File: config.mk
export PLATFORM = sky130hd
export DESIGN_NAME = emulib_dma_burst_writer
export DESIGN_NICKNAME = d
export VERILOG_FILES = /design/src/rtl/emulib_dma_burst_writer_pkg.sv /design/src/rtl/emulib_dma_burst_len.sv /design/src/rtl/emulib_dma_burst_writer.sv
export SDC_FILE = /design/constraint.sdc
export NUM_CORES = 1
export LEC_CHECK = 0
export ABC_AREA = 1
export BUFFER_PORTS_ARGS = -buffer_cell sky130_fd_sc_hd__buf_4
export CORE_MARGIN = 8
export CORE_UTILIZATION = 33
export DETAILED_ROUTE_END_ITERATION = 10
export PLACE_DENSITY = 0.61
export SLEW_MARGIN = 20
export SYNTH_ARGS = -nofsm -noshare
export SYNTH_HDL_FRONTEND = slang
export SYNTH_SLANG_ARGS = --single-unit
File: constraint.sdc
create_clock -name host_clk -period 6.85 [get_ports host_clk]
set_input_delay 1.0275 -clock host_clk [delete_from_list [all_inputs] [get_ports host_clk]]
set_output_delay 1.0275 -clock host_clk [all_outputs]
set_load 0.005 [all_outputs]
File: src/rtl/emulib_dma_burst_writer_pkg.sv
// Shared AXI encodings and state type for the checkpoint DMA burst writer.
package emulib_dma_burst_writer_pkg;

  localparam logic [1:0]  BURST_INCR  = 2'b01;
  localparam logic [1:0]  RESP_OKAY   = 2'b00;
  localparam int unsigned BOUNDARY_4K = 4096;

  typedef enum logic [2:0] {
    ST_IDLE,
    ST_WAIT_COUNT,
    ST_CALC,
    ST_AW,
    ST_W,
    ST_B
  } state_t;

endpackage

File: src/rtl/emulib_dma_burst_len.sv
// Burst length: smallest of beats left, the burst-length cap and beats to the next 4 KiB page.
module emulib_dma_burst_len #(
  parameter int COUNT_WIDTH   = 16,
  parameter int DATA_WIDTH    = 64,
  parameter int MAX_BURST_LEN = 16
) (
  input  logic [COUNT_WIDTH-1:0] remaining,
  input  logic [11:0]            addr_low,
  output logic [8:0]             len
);
  import emulib_dma_burst_writer_pkg::*;

  localparam int SIZE = $clog2(DATA_WIDTH / 8);
  // Wide enough for both the beat count and up to 4096 beats to the boundary.
  localparam int CW   = (COUNT_WIDTH > 14) ? COUNT_WIDTH : 14;

  logic [12:0]   bytes_to_bnd;
  logic [CW-1:0] rem_w;
  logic [CW-1:0] bnd_w;
  logic [CW-1:0] max_w;
  logic [CW-1:0] min_a;
  logic [CW-1:0] min_b;

  always_comb begin
    bytes_to_bnd = 13'(BOUNDARY_4K) - {1'b0, addr_low};
    rem_w        = CW'(remaining);
    bnd_w        = CW'(bytes_to_bnd >> SIZE);
    max_w        = CW'(MAX_BURST_LEN);
    min_a        = (rem_w < max_w) ? rem_w : max_w;
    min_b        = (min_a < bnd_w) ? min_a : bnd_w;
    len          = 9'(min_b);
  end

endmodule

File: src/rtl/emulib_dma_burst_writer.sv
// Write-side AXI4 INCR burst engine: splits a beat stream at the length cap and 4 KiB pages,
// one burst outstanding, with idle status and a sticky write-response error.
module emulib_dma_burst_writer #(
  parameter int ADDR_WIDTH    = 32,
  parameter int DATA_WIDTH    = 64,
  parameter int COUNT_WIDTH   = 16,
  parameter int MAX_BURST_LEN = 16
) (
  input  logic                    host_clk,
  input  logic                    host_rst_n,
  input  logic                    s_write_addr_valid,
  output logic                    s_write_addr_ready,
  input  logic [ADDR_WIDTH-1:0]   s_write_addr,
  input  logic                    s_write_count_valid,
  output logic                    s_write_count_ready,
  input  logic [COUNT_WIDTH-1:0]  s_write_count,
  input  logic                    s_write_data_valid,
  output logic                    s_write_data_ready,
  input  logic [DATA_WIDTH-1:0]   s_write_data,
  output logic                    m_axi_awvalid,
  input  logic                    m_axi_awready,
  output logic [ADDR_WIDTH-1:0]   m_axi_awaddr,
  output logic [7:0]              m_axi_awlen,
  output logic [2:0]              m_axi_awsize,
  output logic [1:0]              m_axi_awburst,
  output logic                    m_axi_awlock,
  output logic [3:0]              m_axi_awcache,
  output logic [2:0]              m_axi_awprot,
  output logic [3:0]              m_axi_awqos,
  output logic [3:0]              m_axi_awregion,
  output logic                    m_axi_wvalid,
  input  logic                    m_axi_wready,
  output logic [DATA_WIDTH-1:0]   m_axi_wdata,
  output logic [DATA_WIDTH/8-1:0] m_axi_wstrb,
  output logic                    m_axi_wlast,
  input  logic                    m_axi_bvalid,
  input  logic [1:0]              m_axi_bresp,
  output logic                    m_axi_bready,
  output logic                    w_idle,
  output logic                    w_err
);
  import emulib_dma_burst_writer_pkg::*;

  localparam int SIZE   = $clog2(DATA_WIDTH / 8);
  localparam int STRB_W = DATA_WIDTH / 8;

  state_t                 state;
  state_t                 state_nxt;
  logic                   rst_done;
  logic [ADDR_WIDTH-1:0]  addr_q;
  logic [COUNT_WIDTH-1:0] remaining;
  logic [8:0]             beat_cnt;
  logic [8:0]             len_q;
  logic [8:0]             len_calc;
  logic [7:0]             awlen_q;
  logic                   addr_hs;
  logic                   count_hs;
  logic                   w_hs;
  logic                   last_beat;
  logic                   b_hs;

  emulib_dma_burst_len #(
    .COUNT_WIDTH   (COUNT_WIDTH),
    .DATA_WIDTH    (DATA_WIDTH),
    .MAX_BURST_LEN (MAX_BURST_LEN)
  ) u_len (
    .remaining (remaining),
    .addr_low  (addr_q[11:0]),
    .len       (len_calc)
  );

  assign s_write_addr_ready  = rst_done && (state == ST_IDLE);
  assign s_write_count_ready = (state == ST_WAIT_COUNT);
  assign s_write_data_ready  = (state == ST_W) && m_axi_wready;

  assign m_axi_awvalid  = (state == ST_AW);
  assign m_axi_awaddr   = addr_q;
  assign m_axi_awlen    = awlen_q;
  assign m_axi_awsize   = 3'(SIZE);
  assign m_axi_awburst  = BURST_INCR;
  assign m_axi_awlock   = 1'b0;
  assign m_axi_awcache  = 4'd0;
  assign m_axi_awprot   = 3'd0;
  assign m_axi_awqos    = 4'd0;
  assign m_axi_awregion = 4'd0;

  assign m_axi_wvalid = (state == ST_W) && s_write_data_valid;
  assign m_axi_wdata  = s_write_data;
  assign m_axi_wstrb  = {STRB_W{1'b1}};
  assign m_axi_wlast  = (state == ST_W) && (beat_cnt == len_q - 9'd1);
  assign m_axi_bready = (state == ST_B);
  assign w_idle       = (state == ST_IDLE);

  assign addr_hs   = s_write_addr_valid && s_write_addr_ready;
  assign count_hs  = s_write_count_valid && s_write_count_ready;
  assign w_hs      = m_axi_wvalid && m_axi_wready;
  assign last_beat = w_hs && m_axi_wlast;
  assign b_hs      = m_axi_bvalid && m_axi_bready;

  always_comb begin
    state_nxt = state;
    case (state)
      ST_IDLE:       if (addr_hs) state_nxt = ST_WAIT_COUNT;
      ST_WAIT_COUNT: if (count_hs) state_nxt = (s_write_count == '0) ? ST_IDLE : ST_CALC;
      ST_CALC:       state_nxt = ST_AW;
      ST_AW:         if (m_axi_awready) state_nxt = ST_W;
      ST_W:          if (last_beat) state_nxt = ST_B;
      ST_B:          if (b_hs) state_nxt = (remaining != COUNT_WIDTH'(len_q)) ? ST_CALC : ST_IDLE;
      default:       state_nxt = ST_IDLE;
    endcase
  end

  always_ff @(posedge host_clk or negedge host_rst_n) begin
    if (!host_rst_n) begin
      state     <= ST_IDLE;
      rst_done  <= 1'b0;
      w_err     <= 1'b0;
      remaining <= '0;
      beat_cnt  <= '0;
    end else begin
      state    <= state_nxt;
      rst_done <= 1'b1;
      if (addr_hs)
        w_err <= 1'b0;
      else if (b_hs && (m_axi_bresp != RESP_OKAY))
        w_err <= 1'b1;
      if (count_hs)
        remaining <= s_write_count;
      else if (b_hs)
        remaining <= remaining - COUNT_WIDTH'(len_q);
      if (last_beat)
        beat_cnt <= '0;
      else if (w_hs)
        beat_cnt <= beat_cnt + 9'd1;
    end
  end

  // Address and burst length carry no reset; they are only observed once loaded.
  always_ff @(posedge host_clk) begin
    if (addr_hs)
      addr_q <= s_write_addr & ~ADDR_WIDTH'(STRB_W - 1);
    else if (b_hs)
      addr_q <= addr_q + (ADDR_WIDTH'(len_q) << SIZE);
    if (state == ST_CALC) begin
      len_q   <= len_calc;
      awlen_q <= 8'(len_calc - 9'd1);
    end
  end

endmodule

* Word-level counts from Yosys, hierarchy flattened
Index checks and enable logic that the tools add are counted.
Word-level totals: flip-flop bits (word level) 79, bits of input ports 122, output and inout bits 142, logic and storage cells 65
Operators by class: $add $sub $neg 6, order comparisons 2, equality and inequality tests 12, muxes and demuxes 18, reduce and logical (&&, ||, !) cells 18
Operators by type and width (count):
- two-way mux 32 bit | 2
- two-way mux 16 bit | 3
- adder 32 x 12 -> 32 bit | 1
- two-way mux 9 bit | 3
- one-hot mux 3 bit (6 select lines) | 1
- zero test 16 bit | 1
- < comparator 16 x 10 -> 1 bit | 1
- < comparator 16 x 5 -> 1 bit (second input constant) | 1
- inequality test 16 x 9 -> 1 bit | 1
- subtractor 16 x 9 -> 16 bit | 1
- two-way mux 3 bit | 5
- subtractor 13 x 12 -> 13 bit (first input constant) | 1
- logical AND 1 bit | 10
- nonzero test 2 bit | 5
- adder 9 x 1 -> 9 bit (second input constant) | 1
- == test 9 bit | 1
- subtractor 9 x 1 -> 9 bit (second input constant) | 1
- inequality test 2 x 1 -> 1 bit (second input constant) | 4
- subtractor 8 x 1 -> 8 bit (second input constant) | 1
- == test 3 x 2 -> 1 bit (second input constant) | 2
- == test 3 bit (second input constant) | 2
- AND reduction 5 bit | 1
- two-way mux 2 bit | 2
- == test 3 x 1 -> 1 bit (second input constant) | 1
- other kinds (3) | 4

* Depth between registers and ports, before layout
depth in word-level cells 6, gate-level depth with buffers 25, gate-level depth less buffers 25

* By module
From an unflattened synthesis, not the netlist that was laid out.
Second synthesis, totals: cells, all modules 884, area, all modules 6490.0 um2
Modules (own cells, without submodules):
- emulib_dma_burst_writer | instances 1, cells each 774, area each 5924.4 um2, sequential area each 2132.0 um2
- emulib_dma_burst_len | instances 1, cells each 110, area each 565.5 um2, sequential area each 0.0 um2

* Least setup slack after synthesis
OpenSTA, ideal clock, no wires.
kind register to register, from reg addr_q[5] (netlist: m_axi_awaddr[5]), to reg awlen_q[6] (netlist: m_axi_awlen[6]) (data pin), setup time 0.252 ns, arrival 3.071 ns, required time 6.598 ns, setup slack 3.526 ns, cell stages (with the launch flop) 22, buffers on the path 0, clock period less this slack 3.324 ns, path through edfxtp_1 -> nor3_1 -> inv_1 -> or2_2 -> nor2_1 -> nand2_1 -> xor2_1 -> inv_1 -> ha_1 -> nand2_1 -> nor2_1 -> a211oi_1 -> nand2_2 -> nand2_4 -> nand2_8 -> o21ai_2 -> inv_1 -> ha_1 -> nand2_2 -> nor2_2 -> nand3_1 -> nand2_1
On the way: cells in the longest elaborated chain, start to end 4
Ends and longest elaborated chain:
- start: declaration | line emulib_dma_burst_writer.sv:50 | logic [ADDR_WIDTH-1:0] addr_q;
- start signal: assignment | line emulib_dma_burst_writer.sv:141 | addr_q <= s_write_addr & ~ADDR_WIDTH'(STRB_W - 1);
- start signal: assignment | line emulib_dma_burst_writer.sv:143 | addr_q <= addr_q + (ADDR_WIDTH'(len_q) << SIZE);
- subtractor 13 x 12 -> 13 bit | line emulib_dma_burst_len.sv:25 | bytes_to_bnd = 13'(BOUNDARY_4K) - {1'b0, addr_low};
- < comparator 16 x 10 -> 1 bit | line emulib_dma_burst_len.sv:30 | min_b = (min_a < bnd_w) ? min_a : bnd_w;
- two-way mux 9 bit | line emulib_dma_burst_len.sv:30
- via len_calc[0] | line emulib_dma_burst_writer.sv:54 | logic [8:0] len_calc;
- subtractor 8 x 1 -> 8 bit | line emulib_dma_burst_writer.sv:146 | awlen_q <= 8'(len_calc - 9'd1);
- end signal: assignment | line emulib_dma_burst_writer.sv:146
- end: declaration | line emulib_dma_burst_writer.sv:55 | logic [7:0] awlen_q;
The timed path passes the listed nets, and every way through them passes these cells. A chain may end at the register's enable or synchronous reset.

* Worst setup path after layout
Ends and elaborated chain as after synthesis.

==> key figures <==
Outcome
  • Status: complete, no violations

Route
  • Drt via density: 4.56
  • ANT nets after route: 0
  • Via count: 5104
  • DR DRC count: 0
  • Average wire per standard cell: about 14 um
  • First DRT Iteration DRCs: between 200 and 250
  • Routed wire length: 15200 um
  • Detailed-router iteration count before antenna repair: 5

Worst hold path
  • Tightest Hold Check Type: reg -> reg
  • HP Start: w_err

Finish
  • Nets: 1036
  • # fillers: 1996
  • Layout Cells excl Fill: 1120
  • Antenna cells: 0
  • Area delta synth->final: 12.2%
  • Share of layout cells above drive strength 1: 0.167

Die
  • Die X: 154 um
  • Row count: 50
  • Starting Density: 0.336
  • IO Pins: approximately 260
  • Die Area: 0.0238 mm^2
  • CORE AREA: between 0.015 and 0.02 mm^2
  • Chip height: 154 um

Synth
  • Avg Cell Area, Syn: 7.57 um^2
  • Yosys warnings: 0
  • Seq/Total Area, Yosys: 0.338
  • Cells after synthesis: approximately 830
  • Distinct cells, synth: 46
  • Mapped cell area: 0.00631 mm^2
  • #FFs+latches synth: 76

Worst setup path
  • CP endpoint kind: flip-flop
  • RR Startpoint: m_axi_awaddr[5]
  • CP max stage delay: 470 ps
  • R2r worst-path depth: 21
  • Crit Path Max Fanout: 9
  • R2R Setup Slk: between 3000 and 4000 ps
  • Worst r2r dst: m_axi_awlen[6]
  • Worst Path Required: 6950 ps
  • Worst-path cell chain: nor3_1, inv_1, or2_2, nor2_1, nand2_1, xor2_1, inv_1, ha_1, nand2_1, nor2_1, a211oi_1, nand2_2, nand2_4, nand2_8, o21ai_2, inv_1, ha_1, nand2_2, nor2_2, nand3_1, nand2_1
  • Slowest stage cell, crit path: edfxtp_1
  • Crit start category: flip-flop
  • Data arrival time of the worst path: 3790 ps
  • Capture point of the worst path: m_axi_awlen[6]
  • CP Class: reg -> reg
  • CP Launch Point: m_axi_awaddr[5]

STA
  • FMAX: between 200 and 300 MHz
  • Final setup fails: 0
  • Setup TNS: 0 ps
  • Final Hold Vio Count: 0
  • Final Max Tran Viols: 0
  • Setup Skew: 7.98 ps
  • RSZ-0062 raised after global routing: no
  • Rel. slew slack: 0.545
  • Final period utilization: 0.538
  • Measured slew at the worst slew-check pin: 683 ps
  • Final critical-path setup slack: 3160 ps
  • Crit path time final: 3690 ps

Global route
  • Number of global-route vias before repair: 5092
  • M2 GR Usage: 0.211
  • Largest net degree at the start of global routing: 46
  • Met3 GRT Util: 0.0504
  • Met1 Usage GRT: 0.156
  • Global-route wire length before repair: 25200 um
  • Total global routing overflow: 0
  • GR Util All Layers: 0.129
  • Most crowded layer after global routing: met2
  • Initial antenna violation count: 0

Placement
  • Cells after DPL: between 1000 and 1500
  • Post-DP HPWL: 12200 um
  • Routability cong.: 0.816
  • Place WS: 3180 ps
  • Port Buffers: 100

Clocking
  • CTS resizes: 0
  • CTS max path bufs: 2
  • Clock Root Buffer: clkbuf_16
  • Clock-pin slew on the worst setup and hold paths: 60 ps
  • H-tree depth: 3
  • Post-CTS setup buffer count: 0
  • Clk_lat worst skew: 340 ps
  • Number of buffers created by CTS: 9
  • CTS Hold Buffers Added: 0
  • # clock sinks: 76
  • CTS tree: done

Flow run
  • Max Cap Violations: 0

Power and ir drop
  • PwrDens: roughly 340 mW/mm^2
  • Worst VDD drop: 0.000147 V
  • Leakage: 3.45 nW
[cells in the final DEF, fill, tap and decap left out, drive strengths merged, types with 2 or more instances in the layout]
cell type,Yosys,layout
ha,31,31
buf,98,105
nand4,8,8
a211oi,2,2
nand3b,3,3
clkinv,1,6
o21bai,2,2
a21oi,26,26
o211ai,7,7
clkbuf,7,9
o21ai,44,44
xor2,25,25
xnor2,18,18
nand3,43,43
o31ai,2,2
or2,5,5
bufinv,0,2
nor3,17,17
inv,117,117
nor2,74,74
fa,2,2
conb,2,38
dfrtp,30,30
a31oi,4,4
o221ai,6,6
nand2,203,203
nor4,6,6
nor3b,2,2
edfxtp,46,46
[where the power goes]
group          leakage (nW)  switching [mW]  internal [mW]  total (mW)
Sequential            0.790           0.137          0.665       0.803
Combinational          2.51           0.657          0.453        1.11
Clock                 0.152           0.189          0.314       0.502
Total                  3.45           0.983           1.43        2.41
[layer usage]
metal	routed length (um)	share of wire	vias up
met1	6750	0.44	2291
met5	0	0	-
met2	6970	0.46	139
li1	-	-	2655
met3	1300	0.086	19
met4	198	0.013	0
[sequential cells by signal, indices dropped and copies added (netlist names)]
name / count
w_err: 1
rst_done: 1
m_axi_awaddr: 29
beat_cnt: 9
remaining: 16
state: 3
m_axi_awlen: 8
len_q: 9
[worst min-delay path by stage]
stage / to / slack (ps) / depth (start not counted)
finish: w_err / 520 / 2
global route: w_err / 550 / 2
CTS: w_err / 530 / 2
floorplan: remaining[7] / 490 / 2
global placement: w_err / 510 / 2
detailed placement: w_err / 520 / 2
[critical path: cells and delay by family, from the launching register on]
| family | cells | cell delay, ps |
|---|---|---|
| adder cells (fa/ha/maj) | 2 | 540 |
| AND/OR/NAND/NOR | 13 | 1510 |
| AO/OA/AOI/OAI | 2 | 530 |
| flip-flops | 1 | 470 |
| buffers and inverters | 3 | 270 |
| XOR/XNOR | 1 | 130 |
[through the flow]
step,power (mW),hold WS [ps],utilization,area (um^2)
2_1_floorplan,1.61,486,-,6450
3_3_place_gp,1.91,511,0.361,6780
3_5_place_dp,1.93,517,0.361,6780
4_1_cts,2.45,526,0.377,7080
5_1_grt,2.65,550,0.377,7080
6_report,2.41,520,0.377,7080
[synth_stat cells (all sizes together)]
cell type	n	share of area
o21bai	2	0.0024
fa	2	0.0063
o211ai	7	0.0083
nor3	17	0.016
o22ai	1	0.00099
xor2	25	0.035
o31ai	2	0.0024
dfrtp	30	0.12
a31oi	4	0.0040
o2111ai	1	0.0014
o221ai	6	0.0083
nor3b	2	0.0024
conb	2	0.0012
a211oi	2	0.0024
nand3b	3	0.0036
nor2	74	0.049
inv	117	0.070
nand2	203	0.13
nand3	43	0.035
xnor2	18	0.025
clkinv	1	0.00059
a21o	1	0.0012
nand4	8	0.0089
edfxtp	46	0.22
clkbuf	7	0.0042
o21ai	44	0.037
buf	98	0.12
or2	5	0.0050
ha	31	0.061
a21oi	26	0.021
nor4	6	0.0059
[area by class of cell]
type / instances / area (um^2) / share of cell area
multi-input cells: 571 / 3120 / 0.441
inverters: 118 / 443 / 0.0625
repair buffers: 105 / 788 / 0.111
flip-flops and latches: 76 / 2130 / 0.301
well taps: 234 / 293 / 0.0413
clock buffers: 9 / 225 / 0.0318
clock inverters: 7 / 81.3 / 0.0115
[cells by family (layout without fill, tap and decap cells)]
kind of cell | after synthesis | in the layout | synth area share
xor gates and xnor gates | 43 | 43 | 0.0597
buffers and inverters | 223 | 239 | 0.190
DFF | 76 | 76 | 0.338
other | 2 | 38 | 0.00119
AOI/OAI and AO/OA | 96 | 96 | 0.0898
and+or+nand+nor | 361 | 361 | 0.254
adders and majority gates | 33 | 33 | 0.0678
Note: power is estimated with default switching activity, not from simulation.
